[src/rtl/wb_arbiter.sv]
// Two-master, one-slave Wishbone classic arbiter with round-robin grant,
// per-tenure ownership and a bus timeout that turns a missing ack into err.
module wb_arbiter #(
    parameter int AW      = 32,
    parameter int DW      = 32,
    parameter int TIMEOUT = 16
) (
    input  logic          clk,
    input  logic          rst,

    input  logic          i_m0_cyc,
    input  logic          i_m0_stb,
    input  logic          i_m0_we,
    input  logic [AW-1:0] i_m0_addr,
    input  logic [DW-1:0] i_m0_data,
    output logic [DW-1:0] o_m0_data,
    output logic          o_m0_ack,
    output logic          o_m0_err,

    input  logic          i_m1_cyc,
    input  logic          i_m1_stb,
    input  logic          i_m1_we,
    input  logic [AW-1:0] i_m1_addr,
    input  logic [DW-1:0] i_m1_data,
    output logic [DW-1:0] o_m1_data,
    output logic          o_m1_ack,
    output logic          o_m1_err,

    output logic          o_s_cyc,
    output logic          o_s_stb,
    output logic          o_s_we,
    output logic [AW-1:0] o_s_addr,
    output logic [DW-1:0] o_s_data,
    input  logic [DW-1:0] i_s_data,
    input  logic          i_s_ack,

    output logic [1:0]    o_grant
);

    typedef enum logic [1:0] {
        IDLE,
        BUS0,
        BUS1
    } state_t;

    state_t        state;
    state_t        state_next;
    logic          last;
    logic          last_next;
    logic [7:0]    count;
    logic          err_q;

    logic          own_cyc;
    logic          own_stb;
    logic          own_we;
    logic [AW-1:0] own_addr;
    logic [DW-1:0] own_data;
    logic          staying;
    logic          stalled;
    logic          fire;
    logic          ack;

    // NOTE: every signal gets a default before the case, so no path leaves it unassigned and no latch is inferred.
    always_comb begin
        own_cyc  = 1'b0;
        own_stb  = 1'b0;
        own_we   = 1'b0;
        own_addr = '0;
        own_data = '0;
        case (state)
            BUS0: begin
                own_cyc  = i_m0_cyc;
                own_stb  = i_m0_stb;
                own_we   = i_m0_we;
                own_addr = i_m0_addr;
                own_data = i_m0_data;
            end
            BUS1: begin
                own_cyc  = i_m1_cyc;
                own_stb  = i_m1_stb;
                own_we   = i_m1_we;
                own_addr = i_m1_addr;
                own_data = i_m1_data;
            end
            default: ;
        endcase
    end

    // On a tie the master that did not own the bus last is granted.
    always_comb begin
        state_next = state;
        last_next  = last;
        case (state)
            IDLE: begin
                if (i_m0_cyc && (!i_m1_cyc || last)) begin
                    state_next = BUS0;
                    last_next  = 1'b0;
                end else if (i_m1_cyc) begin
                    state_next = BUS1;
                    last_next  = 1'b1;
                end
            end
            BUS0:    if (!i_m0_cyc) state_next = IDLE;
            BUS1:    if (!i_m1_cyc) state_next = IDLE;
            default: state_next = IDLE;
        endcase
    end

    assign staying = (state != IDLE) && own_cyc;
    assign stalled = o_s_stb && !i_s_ack;
    assign fire    = staying && stalled && (count == 8'(TIMEOUT - 1));

    // NOTE: state registers use non-blocking assignments so every flop samples pre-edge values.
    always_ff @(posedge clk) begin
        if (!rst) begin
            state <= IDLE;
            last  <= 1'b1;
            count <= '0;
            err_q <= 1'b0;
        end else begin
            state <= state_next;
            last  <= last_next;
            err_q <= fire;
            if (!staying || !stalled || fire) count <= '0;
            else                              count <= count + 8'd1;
        end
    end

    // A reset arriving with an in-flight slave ack swallows that ack.
    assign ack = i_s_ack && !err_q && rst;

    assign o_s_cyc   = own_cyc;
    assign o_s_stb   = own_stb && !err_q;
    assign o_s_we    = own_we;
    assign o_s_addr  = own_addr;
    assign o_s_data  = own_data;

    assign o_m0_ack  = (state == BUS0) && ack;
    assign o_m0_err  = (state == BUS0) && err_q;
    assign o_m0_data = (state == BUS0) ? i_s_data : '0;
    assign o_m1_ack  = (state == BUS1) && ack;
    assign o_m1_err  = (state == BUS1) && err_q;
    assign o_m1_data = (state == BUS1) ? i_s_data : '0;

    assign o_grant   = {state == BUS1, state == BUS0};

endmodule

[config.mk]
export PLATFORM = sky130hd
export DESIGN_NAME = wb_arbiter
export DESIGN_NICKNAME = d
export VERILOG_FILES = /design/src/rtl/wb_arbiter.sv
export SDC_FILE = /design/constraint.sdc
export NUM_CORES = 1
export LEC_CHECK = 0
export CAP_MARGIN = 10
export CORE_AREA = 3 3 119 121
export CTS_CLUSTER_DIAMETER = 80
export DETAILED_ROUTE_END_ITERATION = 6
export DIE_AREA = 0 0 122 124
export PLACE_DENSITY_LB_ADDON = 0.15
export SLEW_MARGIN = 20
export SYNTH_ARGS = -nofsm -noshare
export SYNTH_HDL_FRONTEND = slang
export SYNTH_SLANG_ARGS = --single-unit
[constraint.sdc]
create_clock -name clk -period 3.5 [get_ports clk]
set_input_delay 1.05 -clock clk [delete_from_list [all_inputs] [get_ports clk]]
set_output_delay 1.05 -clock clk [all_outputs]
set_load 0.005 [all_outputs]
==> run metrics, run 1 <==
Remaining DRCs=0; Adder-Cell Fraction of Synth Area=2.35%; WS Path Type=in -> out; # nets final=757; leak pwr=1.79 nW; Post-Synth Simple-Gate Area=between 40% and 50%; Slew @ Worst Pin=609 ps; Die H=124 um; #FFs+latches synth=12; Hold Buf Count CTS=0; vias in the first global route=3236; CTS tree=yes; min cycle time layout=3440 ps; GR Overflow Total=0; Synth cell types=30; Arr. time, crit path=2390 ps; final core occ=41.9%; routed vias/inst=4.36; Max Buffers Root-to-Sink=2; core area=0.0132 sq mm; n_diodes=0; Peak VDD IR=0.125 mV; Fmax achieved=291 MHz; Clock Sinks=12; DIE WIDTH=122 um; Worst-path clk slew=40 ps; HP Class=reg -> reg; sequential share of the synthesized area=11.3%; global-route wire length before repair=17200 um; via count=3307; dpl cells=755; post-synthesis mux area share=0%; die area=0.0151 sq mm; Row Count=42; Min Hold Slack=507 ps; Slew Limit Headroom=59.4%; largest net degree at the start of global routing=57; most frequent cells in the layout=clkdlybuf4s50_1, a22oi_1, nor2b_1; gr usage total=14.0%; CP endpoint kind=primary output; Max Slew Vio Count=0; Syn Area/Cell=a little over 7 sq um; drt wl/cell=about 16 um; post-DP HPWL=9990 um; Power Density=203 mW/mm^2; DRT antenna net count=0; worst skew pair latency=240 ps; Post-Synth XOR/XNOR Area=1.23%; DR iter-0 viols=about 110; Layout area overhead=159%; top post-synthesis cells by area=a22oi_1, nor2b_1, and2_1, dfxtp_1, clkbuf_1; CTS Buf Count=3; initial antenna violation count=0; area share of the largest cell type after synthesis=roughly a quarter; Post-CTS Setup Inserts=0; share of cells above drive strength 1=4.46%; Worst Setup Start Kind=input port; root buffer cell=clkbuf_16; Design Power=1.12 mW; Post-Syn Area=0.00213 sq mm; Ports=306; Yosys warning count=0; CTS resizes=0; Synth Instances=294; most common cell after layout, fill and taps aside=clkdlybuf4s50_1; initial core utilization=16.2%; unrepaired setup endpoints after global routing=false; Setup Skew=3.16 ps; Final Hold Fails=0; status=completed; 1st-pass router iterations=4; largest family of logic cells by synthesized area=simple AND/OR/NAND/NOR gates; CTS H-tree depth=1; Final period util=98.3%; final-report setup violation count=0; GPL Wtd Cong=~0.8; Setup TNS Final=0 ps; Max-Cap Viols=0; Synth Area in Compound Gates=roughly 30%; crit path max fanout=2; Critical Path RT=2450 ps; WL final=12200 um; IO buf count=305; Layout Cells excl Fill=759; Synth area leader=a22oi_1; Post-Synthesis Net Count=467
stage by stage:
stage	worst slack, ps	instance area [sq um]
final	58.6	5520
after floorplan	702	2130
after global placement	34.3	5430
after global routing	0.397	5520
after detailed placement	35.6	5430
after CTS	35.6	5520
where the power goes:
part | switching, mW | internal (mW) | total [mW]
registers | 0.00454 | 0.141 | 0.146
logic | 0.270 | 0.476 | 0.746
clock network | 0.0587 | 0.172 | 0.231
total | 0.333 | 0.790 | 1.12
registers in the layout (all words and copies together), names as in the netlist:
name / cells
count: 8
state: 2
err_q: 1
last: 1
synthesized netlist by cell type:
library cell,instances
inv_1,6
and2_1,66
a22oi_1,67
nor3b_1,1
and4b_1,2
nor2_2,1
or3b_1,1
a21oi_1,1
a21boi_0,2
nor2b_1,67
xnor2_1,2
nand3_1,3
a2111oi_2,1
a2111oi_4,2
xor2_1,1
or3_1,3
a22o_1,1
clkbuf_1,28
nor4_2,6
nand4_1,2
or4_1,1
o2111ai_1,1
ha_1,4
buf_1,1
o21ai_0,6
dfxtp_1,12
or4b_1,1
and3_1,1
buf_6,1
nand2_1,3
worst max-delay path, stage by stage:
cell and delay [ps]:
clkdlybuf4s50_1 490, a22oi_1 120, nor3b_1 200, clkdlybuf4s50_1 530
final cells by class:
cell class	count	area, sq um
clock buffer	4	88.8
fill	1301	7670
sequential	12	240
timing repair buffer	315	3180
tap	176	220
inverter	6	22.5
multi-input combinational	246	1770
per-layer routing:
metal / up-vias / share of wire [%] / track usage [%]
li1: 1622 / - / -
met1: 1491 / 38 / 15.7
met2: 188 / 51 / 26.6
met3: 6 / 10 / 4.45
met4: 0 / 0.90 / 1.75
met5: - / 0 / 0
cell families (layout without fill, tap and decap cells):
| group | count (synthesis) | after routing |
|---|---|---|
| and+or+nand+nor | 158 | 158 |
| xor gates and xnor gates | 3 | 3 |
| buffers and inverters | 36 | 325 |
| DFF | 12 | 12 |
| AOI/OAI and AO/OA | 81 | 81 |
| adders and majority gates | 4 | 4 |
path summary, 6_finish.rpt:
| kind | start | end | slack, ps | cells past startpoint |
|---|---|---|---|---|
| setup / recovery | i_m0_stb | o_s_stb | 60 | 4 |
| hold / removal | count[0] | count[0] | 510 | 1 |
| setup reg to reg | state[0] | count[6] | 1170 | 5 |
| hold reg to reg | count[0] | count[0] | 510 | 1 |
Note: power is estimated with default switching activity, not from simulation.
==> run 2, diff against run 1 <==
Settings changed: CORE_AREA 3 3 119 121 to 2 2 118 120, DIE_AREA 0 0 122 124 to 0 0 120 122, GPL_TIMING_DRIVEN set to 0, SKIP_LAST_GASP set to 1.
==> run 2 against run 1 <==
Compared with the run above: worst hold slack worse by 8.3 ps; global-route usage is 2.2 points higher; fmax is 1.1% higher; sequential power hardly changed; flip-flop and latch count stayed put; largest cell class unchanged.
==> run metrics, run 2 (synthesis gave the netlist of run 1 again) <==
Setup WS pre-CTS=-426 ps (was 35.6 ps); 1st-pass router iterations=4 (unchanged); Layout Cells excl Fill=784 (was 759); Hold Path Origin=count[0] (unchanged); hold path cells=1 (unchanged); Max Buffers Root-to-Sink=2 (unchanged); gr usage total=16.2% (was 14.0%); CP peak stage delay=530 ps (about the same); dpl cells=779 (was 755); RR Startpoint=state[0] (unchanged); Max Slew Vio Count=0 (unchanged); largest net degree at the start of global routing=11 (was 57); CTS H-tree depth=1 (unchanged); Ports=306 (unchanged); HP Class=reg -> reg (unchanged); most frequent CP cell=clkdlybuf4s50_1 (unchanged); WS Path Type=in -> out (unchanged); global-route wire length before repair=18700 um (was 17200 um); Worst Setup Start Kind=input port (unchanged); GR Overflow Total=0 (unchanged); Critical Path RT=2450 ps (about the same); cell family with most CP delay=buffers and inverters (unchanged); Row Count=43 (was 42); die area=0.0146 sq mm (was 0.0151 sq mm); CP Buf/Inv Count=2 (unchanged); Hold Buf Count CTS=0 (unchanged); root buffer cell=clkbuf_16 (unchanged); n_diodes=0 (unchanged); initial antenna violation count=0 (unchanged); Critical Path Stages=4 (unchanged); worst skew pair latency=240 ps (about the same); IO buf count=305 (unchanged); WL final=13100 um (was 12200 um); DIE WIDTH=120 um (was 122 um); number of fillers in the final layout=1392 (was 1301); drt wl/cell=16.8 um (was 16.0 um); Remaining DRCs=0 (unchanged); via count=3435 (was 3307); hold endpoint=count[0] (unchanged); Die H=122 um (was 124 um); Slew @ Worst Pin=614 ps (was 609 ps); R2R Path End=count[6] (unchanged); Slew Limit Headroom=59.0% (was 59.4%); Power Density=205 mW/mm^2 (was 203 mW/mm^2); leak pwr=1.86 nW (was 1.79 nW); Worst-path clk slew=40 ps (about the same); Most flops, register=count (unchanged); flip-flop count of the largest register after layout=8 (unchanged); Setup Skew=3.58 ps (was 3.16 ps); status=completed (unchanged); CP endpoint kind=primary output (unchanged); # nets final=778 (was 757); crit path cell chain=clkdlybuf4s50_1 -> a22oi_1 -> nor3b_1 -> clkdlybuf4s50_1 (unchanged); largest registers=count x8, state x2 (unchanged); crit path max fanout=2 (unchanged); post-DP HPWL=11000 um (was 9990 um); Final period util=97.2% (was 98.3%); Crit-path slowest cell=clkdlybuf4s50_1 (unchanged); CTS Buf Count=3 (unchanged); Reg2Reg Setup Slack=1470 ps (was 1170 ps); Max-Cap Viols=0 (unchanged); FF-to-FF path depth=6 (was 5); Fmax achieved=294 MHz (was 291 MHz); Placed Area=0.00541 sq mm (was 0.00543 sq mm); most common cell after layout, fill and taps aside=clkdlybuf4s50_1 (unchanged); register area=240 sq um (unchanged); area of the multi-input gates=0.00176 sq mm (was 0.00177 sq mm); Peak VDD IR=0.118 mV (was 0.125 mV); final-report setup violation count=0 (unchanged); GPL Wtd Cong=0.773 (was 0.781); most frequent cells in the layout=clkdlybuf4s50_1, a22oi_1, nor2b_1 (unchanged); initial core utilization=15.8% (was 16.2%); routed vias/inst=4.38 (was 4.36); final instance area=0.00555 sq mm (was 0.00552 sq mm); Clock Sinks=12 (unchanged); Final Hold Fails=0 (unchanged); unrepaired setup endpoints after global routing=true (was false); CTS tree=yes (unchanged); setup ws final=97.3 ps (was 58.6 ps); min cycle time layout=3400 ps (was 3440 ps); DR iter-0 viols=127 (was 112); DRT antenna net count=0 (unchanged); share of cells above drive strength 1=6.29% (was 4.46%); Layout area overhead=160% (was 159%); Arr. time, crit path=2350 ps (was 2390 ps); vias in the first global route=3276 (was 3236); core area=0.0135 sq mm (was 0.0132 sq mm)
==> run 2: cell count changes in the layout (fill, tap and decap cells not counted), sizes merged <==
cell           before  now
buf                10    8
clkbuf              4   27
dlygate4sd2         0    2
clkdlybuf4s50     305  303
==> run 2: worst max path at each step <==
| stage | startpoint | end | slack (ps) |
|---|---|---|---|
| 4_1_cts | state[0] | o_s_data[27] | -50 |
| 3_3_place_gp | i_m0_cyc | o_s_cyc | -410 |
| 2_1_floorplan | i_m0_cyc | o_s_cyc | 700 |
| 3_5_place_dp | i_m0_cyc | o_s_cyc | -430 |
| 6_report | i_m1_stb | o_s_stb | 100 |
| 5_1_grt | state[0] | o_s_data[11] | -40 |
==> run 2: layout make-up <==
type / instances / area share [%]
Tap cell: 180 / 4.06
Timing Repair Buffer: 306 / 55.1
Clock buffer: 4 / 1.60
Inverter: 6 / 0.406
Buffer: 30 / 2.89
Multi-Input combinational cell: 246 / 31.6
Sequential cell: 12 / 4.33
==> run 2: per-stage QoR <==
| stage | hold WS, ps | util [%] | power [mW] | TNS (ps) |
|---|---|---|---|---|
| final | 499 | 41.1 | 1.14 | 0 |
| after global routing | 526 | 41.1 | 1.22 | -120 |
| after CTS | 501 | 40.9 | 1.15 | -706 |
| after detailed placement | 492 | 40.1 | 0.901 | -9800 |
| after global placement | 481 | 40.1 | 0.892 | -3780 |
| after floorplan | 462 | - | 0.429 | 0 |
==> run 2: power breakdown <==
group / leakage, nW / switching [mW] / total, mW / internal (mW)
Combinational: 1.72 / 0.288 / 0.761 / 0.473
Sequential: 0.0972 / 0.00308 / 0.144 / 0.141
Clock: 0.0442 / 0.0606 / 0.233 / 0.173
==> run 2: repair_timing <==
item / in CTS / in global routing
pin swaps: 2 / 0
gates resized for setup: 15 / 34
setup endpoints to repair: 134 / 79
setup buffers: 1 / 0
==> run 2: per-layer routing <==
metal | up-vias | part of all wire (%) | global-route usage (%)
li1 | 1669 | - | -
met5 | - | 0 | 0
met2 | 193 | 53 | 31.6
met4 | 0 | 0.94 | 2.28
met1 | 1565 | 37 | 17.8
met3 | 8 | 9.2 | 4.59
==> run 2: worst register-to-register path: stages, from the launching register on <==
cell and delay (ps):
dfxtp_1 350, inv_1 70, ha_1 270, or3b_1 390, or4b_1 490, buf_6 180
a2111oi_2 190
==> run 3, diff against run 2 <==
Settings changed: CELL_PAD_IN_SITES_DETAIL_PLACEMENT set to 1, CELL_PAD_IN_SITES_GLOBAL_PLACEMENT set to 1, CORE_AREA 2 2 118 120 to unset, CORE_ASPECT_RATIO set to 0.8, CORE_UTILIZATION set to 15, DIE_AREA 0 0 120 122 to unset, SLEW_MARGIN 20 to 15.
==> run 3 against run 2 <==
Compared with the run above: flip-flop and latch count is the same; worst hold slack gained 1.9 ps; clock power is essentially flat; highest routed layer unchanged; combinational power rose by 0.7%; fmax down 0.72%; cell count is the same; routed wire length grew 5.6%; critical path depth increased by 1; largest cell class unchanged; die area rose by 0.33%.
==> run metrics, run 3 (synthesis gave the netlist of run 1 again) <==
GPL Wtd Cong=0.818 (was 0.773); hold endpoint=state[0] (was count[0]); Layout Cells excl Fill=784 (unchanged); Setup Skew=1.52 ps (was 3.58 ps); final-report setup violation count=0 (unchanged); M1 GR Usage=19.6% (was 17.8%); Max-Cap Viols=0 (unchanged); Slew @ Worst Pin=632 ps (was 614 ps); FF-to-FF path depth=6 (unchanged); CTS tree=yes (unchanged); met3 usage=3.98% (was 4.59%); crit path cell chain=dlygate4sd2_1 -> a22o_1 -> nand2_4 -> inv_1 -> clkdlybuf4s50_1 (was clkdlybuf4s50_1 -> a22oi_1 -> nor3b_1 -> clkdlybuf4s50_1); crit path max fanout=10 (was 2); Critical Path RT=2450 ps (about the same); Max Slew Vio Count=0 (unchanged); global routing's busiest layer=met2 (unchanged); Setup WS pre-CTS=-452 ps (was -426 ps); die area=0.0147 sq mm (was 0.0146 sq mm); share of cells above drive strength 1=6.29% (unchanged); Final period util=97.9% (was 97.2%); Reg2Reg Setup Slack=1440 ps (was 1470 ps); final instance area=0.00555 sq mm (about the same); routed vias/inst=4.41 (was 4.38); flip-flop count of the largest register after layout=8 (unchanged); register area=240 sq um (unchanged); area of the multi-input gates=0.00176 sq mm (unchanged); DR iter-0 viols=111 (was 127); Design Power=1.14 mW (about the same); Most flops, register=count (unchanged); 1st-pass router iterations=4 (unchanged); gr usage total=17.6% (was 16.2%); Placed Area=0.00541 sq mm (unchanged); IO buf count=305 (unchanged); CTS Buf Count=3 (unchanged); Power Density=206 mW/mm^2 (was 205 mW/mm^2); initial core utilization=15.6% (was 15.8%); Hold Path Origin=state[0] (was count[0]); HP Class=reg -> reg (unchanged); Setup TNS Final=0 ps (unchanged); largest net degree at the start of global routing=11 (unchanged); Slew Limit Headroom=57.8% (was 59.0%); largest registers=count x8, state x2 (unchanged); global-route wire length before repair=19900 um (was 18700 um); Hold Buf Count CTS=0 (unchanged); dpl cells=779 (unchanged); CTS H-tree depth=1 (unchanged); Die H=109 um (was 122 um); min cycle time layout=3430 ps (was 3400 ps); leak pwr=1.86 nW (about the same); R2R Path End=count[6] (unchanged); status=completed (unchanged); unrepaired setup endpoints after global routing=true (unchanged); most common cell after layout, fill and taps aside=clkdlybuf4s50_1 (unchanged); Arr. time, crit path=2380 ps (was 2350 ps); CP endpoint kind=primary output (unchanged); Crit-path slowest cell=clkdlybuf4s50_1 (unchanged); worst skew pair latency=240 ps (about the same); most frequent cells in the layout=clkdlybuf4s50_1, a22oi_1, nor2b_1 (unchanged); Fmax achieved=292 MHz (was 294 MHz); initial antenna violation count=0 (unchanged); Clock Sinks=12 (unchanged); Max Buffers Root-to-Sink=2 (unchanged); Ports=306 (unchanged); # nets final=778 (unchanged); Remaining DRCs=0 (unchanged); DRT antenna net count=0 (unchanged); number of fillers in the final layout=1618 (was 1392); WS Path Type=in -> out (unchanged); Peak VDD IR=0.129 mV (was 0.118 mV); hold path cells=2 (was 1); core area=0.0137 sq mm (was 0.0135 sq mm); CP Buf/Inv Count=3 (was 2); root buffer cell=clkbuf_16 (unchanged); WL final=13900 um (was 13100 um); setup ws final=72.6 ps (was 97.3 ps); DIE WIDTH=135 um (was 120 um); RR Startpoint=state[0] (unchanged); vias in the first global route=3565 (was 3276); CP peak stage delay=510 ps (was 530 ps); via count=3460 (was 3435); met2 Track Usage GR=33.5% (was 31.6%); cell family with most CP delay=buffers and inverters (unchanged); Row Count=38 (was 43); n_diodes=0 (unchanged); Worst-path clk slew=40 ps (about the same); drt wl/cell=17.7 um (was 16.8 um); Final Hold Fails=0 (unchanged); Layout area overhead=160% (about the same); GR Overflow Total=0 (unchanged); Worst Setup Start Kind=input port (unchanged); post-DP HPWL=11800 um (was 11000 um)
==> run 3: stage by stage <==
stage          utilization (%)  hold WS (ps)
6_report                  40.5           501
5_1_grt                   40.5           535
4_1_cts                   40.4           507
3_5_place_dp              39.5           497
3_3_place_gp              39.5           494
2_1_floorplan                -           462
==> run 3: final cells by class <==
class	instances	area share, %
multi-input combinational	246	31.6
sequential	12	4.33
buffer	30	2.82
clock buffer	4	1.60
timing repair buffer	306	55.1
inverter	6	0.406
tap	180	4.06
==> run 3: worst max-delay path by stage <==
stage | start | end | slack [ps] | cells after the start
finish | i_m1_cyc | o_s_cyc | 70 | 5
global route | state[0] | o_s_data[18] | -30 | 7
CTS | state[1] | o_s_addr[5] | -40 | 7
detailed placement | i_m0_cyc | o_s_cyc | -450 | 5
global placement | i_m0_cyc | o_s_cyc | -450 | 5
floorplan | i_m0_cyc | o_s_cyc | 700 | 3
==> run 3: routing by layer <==
metal	part of all wire, %	up-vias	wire length (um)
li1	-	1668	-
met1	38	1608	5310
met2	52	171	7260
met3	7.7	13	1060
met4	1.7	0	235
met5	0	-	0
==> run 3: worst register-to-register path: stages (launching register included) <==
cell	delay, ps
dfxtp_1	340
inv_1	70
ha_1	280
or3b_1	390
or4b_1	500
buf_6	180
a2111oi_2	220
==> run 3: what timing repair did <==
action	CTS	global route
setup endpoints to repair	134	75
gates resized for setup	20	19
pin swaps	1	0
setup buffers	1	0
==> run 3: power breakdown <==
group	switching (mW)	internal [mW]	leakage (nW)	total, mW
Sequential	0.00358	0.141	0.0972	0.145
Clock	0.0603	0.172	0.0442	0.233
Combinational	0.293	0.473	1.72	0.766
